--- src/rtl/dr_regs.sv ---
// Front-panel display register: bus-writable 16-bit latch at 17570/17571, serialised MSB first to an LED shift chain.
// Writes land one edge after decode; frames take 33*CLKDIV cycles and writes during a frame coalesce into one follow-up frame.
module dr_regs #(
  parameter logic [12:0] DR_ADDR = 13'o17570,
  parameter int          CLKDIV  = 4
) (
  input  logic        clk,
  input  logic        reset,
  input  logic [12:0] iopage_addr,
  input  logic [15:0] data_in,
  input  logic        iopage_rd,
  input  logic        iopage_wr,
  input  logic        iopage_byte_op,
  output logic        decode,
  output logic [15:0] dr_value,
  output logic        led_sclk,
  output logic        led_sdata,
  output logic        led_latch,
  output logic        busy
);

  typedef enum logic [1:0] {IDLE, LOW, HIGH, LATCH} state_t;

  localparam logic [7:0] DIV_LAST = 8'(CLKDIV - 1);

  state_t      state;
  logic [15:0] shadow;
  logic [3:0]  bit_idx;
  logic [7:0]  div;
  logic        pending;
  logic        match;
  logic        wr_word;
  logic        wr_lo;
  logic        wr_hi;
  logic        div_done;
  logic        rd_unused;

  // Reads of 17570 belong to the switch register, so only writes select us.
  assign match     = (iopage_addr[12:1] == DR_ADDR[12:1]);
  assign decode    = match & iopage_wr;
  assign wr_word   = decode & ~iopage_byte_op;
  assign wr_lo     = decode & iopage_byte_op & ~iopage_addr[0];
  assign wr_hi     = decode & iopage_byte_op &  iopage_addr[0];
  assign div_done  = (div == DIV_LAST);
  assign rd_unused = iopage_rd;

  always_ff @(posedge clk) begin
    if (reset) begin
      dr_value  <= '0;
      shadow    <= '0;
      bit_idx   <= '0;
      div       <= '0;
      pending   <= 1'b1;
      led_sclk  <= 1'b0;
      led_sdata <= 1'b0;
      led_latch <= 1'b0;
      busy      <= 1'b0;
      state     <= IDLE;
    end else begin
      if (wr_word)
        dr_value <= data_in;
      else if (wr_lo)
        dr_value[7:0] <= data_in[7:0];
      else if (wr_hi)
        dr_value[15:8] <= data_in[15:8];

      // A write on the capture edge re-arms pending so a follow-up frame runs.
      if (decode)
        pending <= 1'b1;
      else if (state == IDLE && pending)
        pending <= 1'b0;

      case (state)
        IDLE: begin
          if (pending) begin
            shadow    <= dr_value;
            bit_idx   <= 4'd15;
            led_sdata <= dr_value[15];
            div       <= '0;
            busy      <= 1'b1;
            state     <= LOW;
          end
        end
        LOW: begin
          if (div_done) begin
            div      <= '0;
            led_sclk <= 1'b1;
            state    <= HIGH;
          end else begin
            div <= div + 8'd1;
          end
        end
        HIGH: begin
          if (div_done) begin
            div      <= '0;
            led_sclk <= 1'b0;
            if (bit_idx == 4'd0) begin
              led_sdata <= 1'b0;
              led_latch <= 1'b1;
              state     <= LATCH;
            end else begin
              bit_idx   <= bit_idx - 4'd1;
              led_sdata <= shadow[bit_idx - 4'd1];
              state     <= LOW;
            end
          end else begin
            div <= div + 8'd1;
          end
        end
        LATCH: begin
          if (div_done) begin
            div       <= '0;
            led_latch <= 1'b0;
            busy      <= 1'b0;
            state     <= IDLE;
          end else begin
            div <= div + 8'd1;
          end
        end
        default: state <= IDLE;
      endcase
    end
  end

endmodule

--- config.mk ---
export PLATFORM = sky130hd
export DESIGN_NAME = dr_regs
export DESIGN_NICKNAME = d
export VERILOG_FILES = /design/src/rtl/dr_regs.sv
export SDC_FILE = /design/constraint.sdc
export NUM_CORES = 1
export LEC_CHECK = 0
export ABC_AREA = 1
export CORE_ASPECT_RATIO = 0.5
export CORE_MARGIN = 4
export CORE_UTILIZATION = 52
export CTS_BUF_LIST = sky130_fd_sc_hd__clkbuf_2
export CTS_CLUSTER_DIAMETER = 200
export DETAILED_ROUTE_END_ITERATION = 12
export HOLD_SLACK_MARGIN = 0.1
export PLACE_DENSITY = 0.83
export SYNTH_ARGS = -nofsm -noshare
export SYNTH_HDL_FRONTEND = slang
export SYNTH_SLANG_ARGS = --single-unit
--- constraint.sdc ---
create_clock -name clk -period 1.9 [get_ports clk]
set_input_delay 0.38 -clock clk [delete_from_list [all_inputs] [get_ports clk]]
set_output_delay 0.38 -clock clk [all_outputs]
set_load 0.02 [all_outputs]
==> flow_summary.toml <==
[cells_and_area]
final_layout_size_suffix_gt1_frac = 0.0887
final_nets = 452
n_antenna_cell = 0
areaGrowthSynthToFinish_pct = 31.0
layout_commonest_cell = "nand2_1"
final_cell_mix = "nand2_1 (85), nor2_1 (77), dfxtp_1 (51)"
final_area_sq_mm = 0.00317

[global_routing]
grt_max_degree = 41
grt_pass1_wl_microns = 8910
grt_pass1_vias = 2115
grt_overflow_total = 0
grtUsageMet3 = 0.0498
use_met2 = 0.309
grt_antenna_before_repair = 0
met1_usage = 0.225
grtUsageTotal = 0.182
grt.busiest_layer = "met2"

[logic_synthesis]
ys_types = 27
synth_compound_area_frac = 0.106
synth-adder-area-share = 0.0103
synthesis.nets = 396
synthCells = 360
yosysTopAreaCellShare = 0.422
ys_seq_area_frac = 0.422
ys_ff_latch = 51
ys_warn_count = 0
synth_top_area_cell = "dfxtp_1"
synth_xor_area_frac = 0
synthTopCellsByArea = "dfxtp_1 (42%), nand2_1 (13%), nor2_1 (12%)"
synth.cell_area_sq_mm = 0.00242
avgSynthCellArea_sq_um = 6.72
synth.area.mux_share = 0
synth_top_family_by_area = "simple AND/OR/NAND/NOR gates"
yosys.area_share.simple = 0.382

[timing]
holdWs_ns = 0.488
finalCritPeriodShare = 0.981
rsz0062_at_grt = "false"
fin_crit_ns = 1.86
maxSlewHeadroom = 0.773
finalSetupTns_ns = 0
tightest_slew_ns = 0.339
max_freq_ghz = 0.536
slew_viol_final = 0
fin_skew_ns = 0.00950
finalHoldViolations = 0
setup_viol_count_final = 0
worst_slack_ns = 0.0360

[min_path]
hp-start = "led_sclk"
worstHoldPathType = "flop to flop"

[detailed_routing]
drcViolationCount = 0
drtIter0Drc = 82
wl_per_cell_microns = 11.2
dr.pass1.iters = 4
vias_per_cell = 5.07
final_antenna_net_count = 0
dr_total_vias = 2404
wirelength_microns = 5310

[place]
dp_slack_ns = -0.425
gp_congestion = 0.894
post-dp-hpwl_microns = 3990
port_buffers = 53
dpl-instance-area_sq_mm = 0.00303

[die]
core_area_sq_mm = 0.00445
row_count = 17
boundaryPins = 55
die_h_microns = 56.2
die_area_sq_mm = 0.00587
die_w_microns = 104
start_util = 0.544

[pwr]
p_leak_nw = 1.62
power.density_mw_per_mm2 = 1030
power_mw = 3.27
vdd_drop_max_v = 0.000528

[clock_network]
cts_sinks = 51
htreeDepth = 2
clk_pin_slew_worst_paths_ns = 0.24
clockRootBuffer = "clkbuf_2"
cts-buffers-inserted = 5
cts_tree = "built"
clockBufferDepth = 2
cts_hold_buf = 0
insertion_delay_ns = 0.44

[critical_path]
worstSetupEndpointType = "output pin"
path_max_fanout = 2
critPathLaunch = "iopage_addr[2]"
cp.arrival_ns = 1.48
crit_path_start_kind = "input pin"
path_class = "input pin to output pin"
crit_buf_inv = 2
cp.required_ns = 1.52
crit_slowest_cell = "clkdlybuf4s50_1"
slowest_delay_ns = 0.40
r2r-start = "div[0]"
path_cells = "clkdlybuf4s50_1, or2_4, nor4_4, buf_4"
critPathTopFamily = "buffers and inverters"

[status]
status = "finished, final reports clean"

[job]
drv_cap = 0
==> tightest hold or removal path, stage by stage (launching register included) <==
cell and delay (ns):
dfxtp_1 0.37, nand2_1 0.06, a21oi_1 0.05
==> cell families (layout without fill, tap and decap cells) <==
| group | Yosys count | after routing |
|---|---|---|
| buffers and inverters | 48 | 105 |
| DFF | 51 | 51 |
| and+or+nand+nor | 212 | 212 |
| AOI/OAI and AO/OA | 47 | 47 |
| adders and majority gates | 2 | 2 |
==> through the flow <==
stage / utilization / std cells
after floorplan: - / 360
after global placement: 0.682 / 466
after detailed placement: 0.682 / 466
after CTS: 0.701 / 474
after global routing: 0.713 / 474
final: 0.713 / 474
==> registers in the layout, indices dropped and copies added (netlist names) <==
name and flops:
dr_value 16, led_latch 1, state 2, busy 1, bit_idx 4, shadow 16, div 8, pending 1
led_sclk 1, led_sdata 1
==> cell type report <==
| type | instances | area, sq um |
|---|---|---|
| Clock inverter | 3 | 67.6 |
| Timing Repair Buffer | 60 | 626 |
| Inverter | 37 | 139 |
| Multi-Input combinational cell | 261 | 1220 |
| Clock buffer | 5 | 25.0 |
| Sequential cell | 51 | 1020 |
| Tap cell | 57 | 71.3 |
| Fill cell | 359 | 1280 |
==> path summary, 6_finish.rpt <==
| check | end | slack [ns] | depth (start not counted) |
|---|---|---|---|
| worst max-delay path | decode | 0.04 | 4 |
| worst min-delay path | led_sclk | 0.49 | 2 |
| worst max register to register | bit_idx[2] | 0.25 | 8 |
| worst min register to register | led_sclk | 0.49 | 2 |
==> routing by layer <==
layer	routed length, microns	up-vias	part of all wire
li1	-	1265	-
met1	2470	1073	0.46
met5	0	-	0
met3	337	7	0.063
met2	2440	59	0.46
met4	67	0	0.013
==> cell usage after synthesis <==
master	instances
nor2_2	1
buf_1	2
clkbuf_1	3
a21oi_1	16
o211ai_1	2
or2_4	1
nand4_1	3
inv_2	14
nand2_4	1
nor3_1	7
inv_1	23
a21oi_4	1
buf_6	1
nor2_1	77
nand3b_1	9
nor3_4	1
nor4_1	1
o21ai_0	6
a21boi_1	1
o21a_1	1
nor2_8	1
buf_2	5
ha_1	2
nand2_1	85
dfxtp_1	51
o21ai_1	20
nand3_1	25
==> what timing repair did <==
action	in CTS	in global routing
cloned	0	0
endpoints found under the hold margin	0	0
endpoints found under the setup margin	3	15
resized for setup	7	17
setup buffers	0	0
==> power by group <==
part / internal (mW) / switching [mW] / leakage (nW)
Sequential: 1.27 / 0.128 / 0.416
Clock: 0.353 / 0.339 / 0.0492
Combinational: 0.452 / 0.726 / 1.15
Total: 2.07 / 1.19 / 1.62
(Power assumes the default switching activity.)
